==> config.mk <==
export PLATFORM = sky130hd
export DESIGN_NAME = flags_stack_reg
export DESIGN_NICKNAME = d
export VERILOG_FILES = /design/src/rtl/flags_stack_reg.sv
export SDC_FILE = /design/constraint.sdc
export NUM_CORES = 1
export LEC_CHECK = 0
export CAP_MARGIN = 20
export CORE_UTILIZATION = 42
export DETAILED_ROUTE_END_ITERATION = 7
export PLACE_DENSITY = 0.69
export RECOVER_POWER = 100
export SLEW_MARGIN = 40
export SYNTH_ARGS = -nofsm -noshare
export SYNTH_HDL_FRONTEND = slang
export SYNTH_SLANG_ARGS = --single-unit
==> constraint.sdc <==
create_clock -name clk -period 2.4 [get_ports clk]
set_input_delay 0.48 -clock clk [delete_from_list [all_inputs] [get_ports clk]]
set_output_delay 0.48 -clock clk [all_outputs]
set_load 0.01 [all_outputs]
==> src/rtl/flags_stack_reg.sv <==
// flags_stack_reg: condition-flag register for the Nibbler datapath.
// It holds NFLAGS live flags with per-bit load enables and a DEPTH-entry LIFO
// that saves and restores the flags across calls and interrupts.
// Overflow and underflow are reported through sticky error bits.
module flags_stack_reg #(
  parameter int NFLAGS = 4,
  parameter int DEPTH  = 4
) (
  input  logic                       clk,
  input  logic                       reset,
  input  logic [NFLAGS-1:0]          flagsIn,
  input  logic [NFLAGS-1:0]          flagsWe,
  input  logic                       push,
  input  logic                       pop,
  input  logic                       clearAll,
  input  logic                       errClear,
  output logic [NFLAGS-1:0]          flagsOut,
  output logic [$clog2(DEPTH+1)-1:0] depth,
  output logic                       full,
  output logic                       empty,
  output logic [1:0]                 err
);

  localparam int DW = $clog2(DEPTH + 1);
  // Index width into the stack array. It is never wider than the depth counter.
  localparam int IW = (DEPTH > 1) ? $clog2(DEPTH) : 1;

  logic [NFLAGS-1:0] flags_q, flags_d;
  logic [DW-1:0]     depth_q, depth_d;
  logic [1:0]        err_q, err_d;
  logic [NFLAGS-1:0] stack_mem [DEPTH];

  logic [NFLAGS-1:0] flags_load;
  logic [DW-1:0]     depth_m1;
  logic [IW-1:0]     top_idx;
  logic [IW-1:0]     push_idx;
  logic              is_full;
  logic              is_empty;
  logic              do_push;
  logic              set_ovf;
  logic              set_unf;

  // Derive the fill status, the stack indices and the per-bit load result.
  always_comb begin
    is_full    = (depth_q == DW'(DEPTH));
    is_empty   = (depth_q == '0);
    depth_m1   = depth_q - DW'(1);
    top_idx    = depth_m1[IW-1:0];
    push_idx   = depth_q[IW-1:0];
    flags_load = (flags_q & ~flagsWe) | (flagsIn & flagsWe);
  end

  // Select the next state. The priority, highest first, is:
  // clearAll, then push+pop, then pop, then push, then load.
  always_comb begin
    flags_d = flags_q;
    depth_d = depth_q;
    do_push = 1'b0;
    set_ovf = 1'b0;
    set_unf = 1'b0;
    if (clearAll) begin
      flags_d = '0;
    end else if (push && pop) begin
      // The two requests cancel. The stack is untouched and the load still applies.
      flags_d = flags_load;
    end else if (pop) begin
      if (!is_empty) begin
        // The restored value takes the place of any load in this cycle.
        flags_d = stack_mem[top_idx];
        depth_d = depth_m1;
      end else begin
        set_unf = 1'b1;
        flags_d = flags_load;
      end
    end else if (push) begin
      flags_d = flags_load;
      if (!is_full) begin
        do_push = 1'b1;
        depth_d = depth_q + DW'(1);
      end else begin
        set_ovf = 1'b1;
      end
    end else begin
      flags_d = flags_load;
    end
    // A new error takes precedence over errClear in the same cycle.
    err_d = (err_q & {2{~errClear}}) | {set_unf, set_ovf};
  end

  // Live flags, depth and sticky errors. These registers reset asynchronously.
  always_ff @(posedge clk or posedge reset) begin
    if (reset) begin
      flags_q <= '0;
      depth_q <= '0;
      err_q   <= '0;
    end else begin
      flags_q <= flags_d;
      depth_q <= depth_d;
      err_q   <= err_d;
    end
  end

  // Stack storage has no reset. Its contents cannot be observed while depth is 0.
  // A push stores the flags as they were before this cycle's load.
  always_ff @(posedge clk) begin
    if (do_push) begin
      stack_mem[push_idx] <= flags_q;
    end
  end

  // Drive the outputs from registered state only.
  always_comb begin
    flagsOut = flags_q;
    depth    = depth_q;
    err      = err_q;
    full     = is_full;
    empty    = is_empty;
  end

endmodule

==> flow_summary.ini, run 1 <==
[timing]
hold_viol = 0
tightest_slew_ns = 0.383
maxSlewViolCount = 0
fmaxAchievable_ghz = 0.432
rsz0062_at_grt = no
fin_skew_ns = 0.00754
report.final.setup_viol = 0
timing.slew.headroom = 0.744
fin_crit_ns = 2.31
tns_ns = 0
setup_ws_ns = 0.0873
period_share = 0.964

[clock_tree]
cts_max_path_buffers = 2
cts_max_level = 1
insertion_delay_ns = 0.30
clock_sinks = 25
cts_buffers = 3
root_buffer = clkbuf_4
cts_tree = done
postCtsHoldBufs = 0
path_clk_slew_ns = 0.13

[run_status]
outcome = completed

[routing]
first_iter_violations = 11
wl_um = 2160
vias_per_cell = 5.07
drc_errors = 0
wl_per_cell_um = 15.9
ant_nets = 0
vias = 689
firstDrtPassIters = 4

[layout]
area_growth_pct = 27.6
layout.area.seq_um2 = 706
multiInputGateArea_um2 = 408
nNetsFinal = 126
diodes = 0
drive_above_1_share = 0.160
fin_util = 0.579
fill_cells = 196

[die]
core.rowCount = 18
initial_core_util = 0.454
num_io_pins = 25
die_area_um2 = 2960
fp.dieW_um = 54.4
die_h_um = 54.4
core_um2 = 2540

[power]
p_int_w = 0.000894
p_per_area_nw_per_um2 = 891
switching_share = 0.320
switchingPower_w = 0.000420
finalPower_w = 0.00131
power.share.clock = 0.137
ir_drop_mv = 0.519
leakage_nw = 0.593
seqPwrFrac = 0.436
combinationalPowerShare = 0.427

[worst_hold_path]
hold_path.class = reg2reg
holdPathStages = 1

[logic_synthesis]
synth_seq_cells = 25
netlist_instances = 77
synth_fa_ha_area_frac = 0.0542
synth_mux_area_frac = 0.130
ys_types = 22
yosys_warnings = 0
synth_top_family_by_area = multiplexers
syn-num-nets = 96
syn_avg_cell_area_um2 = 15.0
synth-seq-area-share = 0.611
synthXorXnorAreaFrac = 0.0228
syn-cell-area_um2 = 1150
synth_compound_area_frac = 0.0553
yosys.area_share.simple = 0.0888

[placement]
dpl.hpwl_um = 1560
portBuffers = 24
place_congestion = 0.733
pre_cts_slack_ns = 0.415

[grt]
antenna_found_initial = 0
grt_usage = 0.168
grt_pass1_vias = 684
grt_max_degree = 14
grt_pass1_wl_um = 3330
grt-ovfl-total = 0

[worst_setup_path]
crit_required_ns = 1.92
cp.arrival_ns = 1.83
start_kind = flop
crit_type = reg2out
r2r_cells = 6
crit_fanout = 4
cp-end-kind = primary output

[flow_run]
drv_cap = 0
[routing by layer]
metal,global-route usage,routed length [µm]
met4,0.0513,19
met1,0.244,993
met2,0.258,1060
met5,0,0
met3,0.0250,86
[power by group through the flow]
stage | combinational, W | sequential (W) | clock, W
floorplan | 0.000333 | 0.000597 | 0
global placement | 0.000556 | 0.000578 | 0
detailed placement | 0.000554 | 0.000584 | 0
CTS | 0.000558 | 0.000575 | 0.000188
global route | 0.000619 | 0.000581 | 0.000203
finish | 0.000561 | 0.000572 | 0.000180
[placed cells by master, fill, tap and decap left out]
cell type	netlist	layout
clkdlybuf4s50_1	0	16
edfxtp_1	16	16
dfrtp_1	9	9
dlygate4sd3_1	0	8
nor2_1	7	7
mux2i_1	6	6
inv_1	7	6
mux4_2	4	4
a211oi_1	4	4
ha_1	5	4
buf_4	1	4
and2_1	3	3
clkbuf_4	0	3
nand2_1	2	2
o22ai_1	2	2
xnor2_1	2	2
nand3b_1	1	1
nand2b_4	1	1
nand3b_4	1	1
a211oi_2	1	1
xor2_1	1	1
inv_2	0	1
or3b_1	1	1
a21oi_2	1	1
ha_2	0	1
clkbuf_1	0	1
[sequential cells by signal, indices dropped and copies added (netlist names)]
name / flops
depth: 3
flagsOut: 4
err: 2
stack_mem: 16
[synthesized netlist by cell type]
| master | n | share of area |
|---|---|---|
| a211oi_1 | 4 | 0.026 |
| a211oi_2 | 1 | 0.011 |
| a21oi_2 | 1 | 0.0076 |
| and2_1 | 3 | 0.016 |
| buf_2 | 1 | 0.0043 |
| buf_4 | 1 | 0.0065 |
| clkbuf_2 | 1 | 0.0043 |
| dfrtp_1 | 9 | 0.20 |
| edfxtp_1 | 16 | 0.42 |
| ha_1 | 5 | 0.054 |
| inv_1 | 7 | 0.023 |
| mux2i_1 | 6 | 0.052 |
| mux4_2 | 4 | 0.078 |
| nand2_1 | 2 | 0.0065 |
| nand2b_4 | 1 | 0.012 |
| nand3b_1 | 1 | 0.0065 |
| nand3b_4 | 1 | 0.017 |
| nor2_1 | 7 | 0.023 |
| o22ai_1 | 2 | 0.011 |
| or3b_1 | 1 | 0.0076 |
| xnor2_1 | 2 | 0.015 |
| xor2_1 | 1 | 0.0076 |
[repair_timing]
item,4_1_cts,5_1_grt
endpoints found under the setup margin,0,1
setup buffers,0,1
resized for setup,0,2
hold endpoints to repair,0,0
[worst max-delay path: stages, from the launching register on]
cell and delay (ns):
dfrtp_1 0.42, inv_1 0.13, ha_2 0.24, nand2_1 0.10, inv_1 0.09, clkdlybuf4s50_1 0.54
[cells by family after synthesis]
| logic type | count (synthesis) |
|---|---|
| simple gates | 16 |
| mux | 10 |
| fa+ha+maj | 5 |
| compound gates | 8 |
| buf+inv | 10 |
| flops | 25 |
| xor+xnor | 3 |
[path summary, 6_finish.rpt]
kind	start	endpoint	slack, ns
max	depth[1]	full	0.09
min	depth[2]	depth[2]	0.53
max reg2reg	depth[1]	stack_mem[3][0]	0.74
min reg2reg	depth[2]	depth[2]	0.53
max in group asynchronous	reset	flagsOut[1]	1.56
min in group asynchronous	reset	depth[2]	0.57
[through the flow]
step	cell area, µm²	hold slack (ns)	std cells
global placement	1440	0.513	131
floorplan	1150	0.308	77
global route	1470	0.576	136
finish	1470	0.530	136
detailed placement	1440	0.518	131
CTS	1460	0.437	135
[area by class of cell]
| cell class | instances | area share |
|---|---|---|
| well taps | 30 | 0.0255 |
| multi-input cells | 42 | 0.277 |
| clock buffers | 4 | 0.0178 |
| flip-flops and latches | 25 | 0.479 |
| repair buffers | 28 | 0.183 |
| inverters | 7 | 0.0178 |
Power figures use the tool's default switching activity.
==> run 2, diff against run 1 <==
- clock period: 2.4 -> 2.51 ns (I/O delays scaled with it)
==> run 2 against run 1 <==
Compared with the run above:
- critical path depth unchanged
- global-route usage unchanged
- count of clock-buffer cells in the layout unchanged
- worst setup slack improved by 0.080 ns
- final cell count decreased by 0.74%
- sequential cell count unchanged
- sequential power decreased by 4.4%
- critical path type unchanged
- critical endpoint is now empty
==> flow_summary.ini, run 2 (synthesis gave the netlist of run 1 again) <==
[layout]
drive_above_1_share = 0.0952
largest_register_ffs = 16
nNetsFinal = 125
final_common_cell = edfxtp_1
diodes = 0
area_growth_pct = 24.4
regMostFlops = stack_mem
final_cell_mix = edfxtp_1 (16), clkdlybuf4s50_1 (12), dlygate4sd3_1 (12)

[worst_setup_path]
cp-end-kind = primary output
crit_required_ns = 2.01
crit_type = reg2out
cp.arrival_ns = 1.84
regToRegSetupSlack_ns = 0.55
start_kind = flop
crit_fanout = 4

[power]
switching_share = 0.320
leakage_nw = 0.582
p_int_w = 0.000819
ir_drop_mv = 0.492
seqPwrFrac = 0.454
switchingPower_w = 0.000385
power.share.clock = 0.144
combinationalPowerShare = 0.402
finalPower_w = 0.00120
p_per_area_nw_per_um2 = 839

[run_status]
outcome = completed

[grt]
grt_pass1_wl_um = 3330
grt-ovfl-total = 0
grt_pass1_vias = 684
grt_usage = 0.168
grt_max_degree = 14
antenna_found_initial = 0

[routing]
vias_per_cell = 5.14
drc_errors = 0
wl_um = 2120
firstDrtPassIters = 4
first_iter_violations = 10
ant_nets = 0
vias = 694
wl_per_cell_um = 15.7

[timing]
maxSlewViolCount = 0
hold_viol = 0
tightest_slew_ns = 0.491
rsz0062_at_grt = no
timing.slew.headroom = 0.672
tns_ns = 0
period_share = 0.934
fin_skew_ns = 0.00791
report.final.setup_viol = 0
fmaxAchievable_ghz = 0.427
fin_crit_ns = 2.34

[placement]
place_congestion = 0.732
dpl.hpwl_um = 1560
portBuffers = 24

[clock_tree]
cts_tree = done
cts_buffers = 3
cts_max_level = 1
cts_max_path_buffers = 2
cts_setup_buffers = 0
path_clk_slew_ns = 0.13
postCtsHoldBufs = 0
insertion_delay_ns = 0.31
cts-resized-gates = 0
clock_sinks = 25
root_buffer = clkbuf_4

[die]
die_h_um = 54.4
fp.dieW_um = 54.4
die_area_um2 = 2960
core.rowCount = 18
core_um2 = 2540
num_io_pins = 25
initial_core_util = 0.454

[flow_run]
drv_cap = 0

[worst_hold_path]
hold_path.class = reg2reg
## run 2: final cells by class
| type | instances | area (µm²) |
|---|---|---|
| timing repair buffer | 27 | 259 |
| clock buffer | 4 | 26.3 |
| fill | 202 | 1110 |
| tap | 30 | 37.5 |
| sequential | 25 | 706 |
| inverter | 7 | 26.3 |
| multi-input combinational | 42 | 382 |
## run 2: stage by stage
step	instances	cell area [µm²]	setup slack (ns)	hold WS, ns	utilization
after global placement	131	1440	0.581	0.513	0.565
after floorplan	77	1150	0.773	0.330	-
after global routing	135	1440	0.0498	0.568	0.564
final	135	1440	0.167	0.524	0.564
after CTS	135	1460	0.143	0.459	0.575
after detailed placement	131	1440	0.503	0.518	0.565
## run 2: worst max-delay path: stages (launching register included)
cell           delay, ns
dfrtp_1             0.44
inv_1               0.13
ha_1                0.19
nand2b_1            0.12
inv_1               0.06
dlygate4sd3_1       0.59
## run 2: worst paths after layout
path | cells after the start | startpoint | end
max in group asynchronous | 2 | reset | flagsOut[1]
setup / recovery | 5 | depth[1] | empty
min in group asynchronous | 2 | reset | depth[2]
hold / removal | 1 | depth[2] | depth[2]
setup reg to reg | 6 | depth[1] | depth[1]
hold reg to reg | 1 | depth[2] | depth[2]
## run 2: routing by layer
metal / GRT usage / part of all wire / up-vias
met5: 0 / 0 / -
li1: - / - / 337
met4: 0.0513 / 0.0090 / 0
met2: 0.258 / 0.47 / 16
met3: 0.0250 / 0.032 / 2
met1: 0.244 / 0.49 / 339
## run 2: power by group through the flow
stage,Sequential [W],Clock (W),Combinational (W)
5_1_grt,0.000556,0.000194,0.000540
3_3_place_gp,0.000552,0,0.000532
6_report,0.000547,0.000174,0.000484
4_1_cts,0.000550,0.000180,0.000534
2_1_floorplan,0.000571,0,0.000319
3_5_place_dp,0.000558,0,0.000530
==> run 3, diff against run 2 <==
- CORE_UTILIZATION: 42 -> 49
- PLACE_DENSITY: 0.69 -> 0.79
- clock period: 2.51 -> 2.2 ns (I/O delays scaled with it)
==> run 3 against run 2 <==
Compared with the run above:
- non-clock buffer count is 1 higher
- highest routed layer unchanged
- sequential share of layout area is 0.76 points lower
- global-route usage is 3.2 points higher
- critical endpoint unchanged
- critical path depth stayed put
- die area is 14% lower
- worst setup slack worse by 0.061 ns
==> flow_summary.ini, run 3 (synthesis gave the netlist of run 1 again) <==
[layout]
layout.area.seq_um2 = 706
nNetsFinal = 126
final_cell_mix = edfxtp_1 (16), clkdlybuf4s50_1 (13), dlygate4sd3_1 (10)
multiInputGateArea_um2 = 400
drive_above_1_share = 0.151
largest_register_ffs = 16
fill_cells = 174
final_common_cell = edfxtp_1
regMostFlops = stack_mem
fin_util = 0.660
area_growth_pct = 26.3
diodes = 0

[grt]
grt-ovfl-total = 0
grt_usage = 0.200
grt_pass1_vias = 728
grt_pass1_wl_um = 3590
grt_max_degree = 15
antenna_found_initial = 0

[die]
initial_core_util = 0.522
die_h_um = 50.5
die_area_um2 = 2550
core.rowCount = 17
num_io_pins = 25
core_um2 = 2210
fp.dieW_um = 50.5

[worst_setup_path]
worst_path_dominant_cell_family = buffers and inverters
cp.arrival_ns = 1.65
critPathSlowestCell = clkdlybuf4s50_1
critical_path.max_stage_delay_ns = 0.52
start_kind = flop
crit_type = reg2out
cp_num_buf_inv = 3
regToRegSetupSlack_ns = 0.47
crit_required_ns = 1.76
cp_cell_sequence = inv_2 -> ha_4 -> nand2b_4 -> inv_1 -> clkdlybuf4s50_1
crit_fanout = 4
cp-end-kind = primary output

[clock_tree]
cts_tree = done
insertion_delay_ns = 0.31
root_buffer = clkbuf_4
cts_max_level = 1
cts_buffers = 3
path_clk_slew_ns = 0.13
clock_sinks = 25
cts_max_path_buffers = 2

[timing]
fin_skew_ns = 0.00192
hold_viol = 0
fmaxAchievable_ghz = 0.478
fin_crit_ns = 2.09
timing.slew.headroom = 0.690
holdWs_ns = 0.533
report.final.setup_viol = 0
rsz0062_at_grt = no
tightest_slew_ns = 0.463
maxSlewViolCount = 0
period_share = 0.952
tns_ns = 0

[flow_run]
drv_cap = 0

[run_status]
outcome = completed

[power]
p_per_area_nw_per_um2 = 1000
ir_drop_mv = 0.784
leakage_nw = 0.585

[routing]
drc_errors = 0
firstDrtPassIters = 4
ant_nets = 0
first_iter_violations = 10
vias = 712
vias_per_cell = 5.31
wl_um = 2230
wl_per_cell_um = 16.7

[placement]
place_congestion = 0.817
portBuffers = 24
dpl.hpwl_um = 1580

[worst_hold_path]
hold_path.class = in2async
==> run 3: where the power goes <==
group / total [W] / switching [W] / internal, W
sequential: 0.000624 / 0.0000491 / 0.000575
clock: 0.000203 / 0.000135 / 0.0000680
combinational: 0.000637 / 0.000294 / 0.000343
total: 0.00146 / 0.000477 / 0.000986
==> run 3: stage by stage <==
step	std cells	setup WS [ns]	power (W)	cell area, µm²
2_1_floorplan	77	0.463	0.00102	1150
6_report	134	0.106	0.00146	1460
3_5_place_dp	129	0.278	0.00124	1440
5_1_grt	134	0.0231	0.00154	1460
3_3_place_gp	129	0.335	0.00123	1440
4_1_cts	134	0.0171	0.00150	1480
==> run 3: path summary, 6_finish.rpt <==
check | from | end | cells after the start
max in group asynchronous | reset | err[0] | 2
min | reset | flagsOut[1] | 2
max reg2reg | depth[0] | depth[2] | 6
max | depth[0] | empty | 5
min in group clk | err[1] | err[1] | 2
min reg2reg | err[1] | err[1] | 2
==> run 3: timing repair <==
item | in CTS | in global routing
setup buffers | 1 | 0
gates cloned | 0 | 0
gates resized for setup | 3 | 2
hold buffers | 0 | 0
endpoints found under the setup margin | 2 | 2
pin swaps | 0 | 0
==> run 3: per-layer routing <==
layer / wire length [µm] / global-route usage / share of wire
met4: 48 / 0.0787 / 0.022
met1: 985 / 0.273 / 0.44
met2: 1140 / 0.329 / 0.51
met3: 54 / 0.0212 / 0.024
met5: 0 / 0 / 0
==> run 3: final cells by class <==
cell class              instances  share of cell area
inverters                       7              0.0180
well taps                      28              0.0240
clock inverters                 1             0.00343
repair buffers                 28               0.181
clock buffers                   3              0.0154
multi-input cells              42               0.274
flip-flops and latches         25               0.484
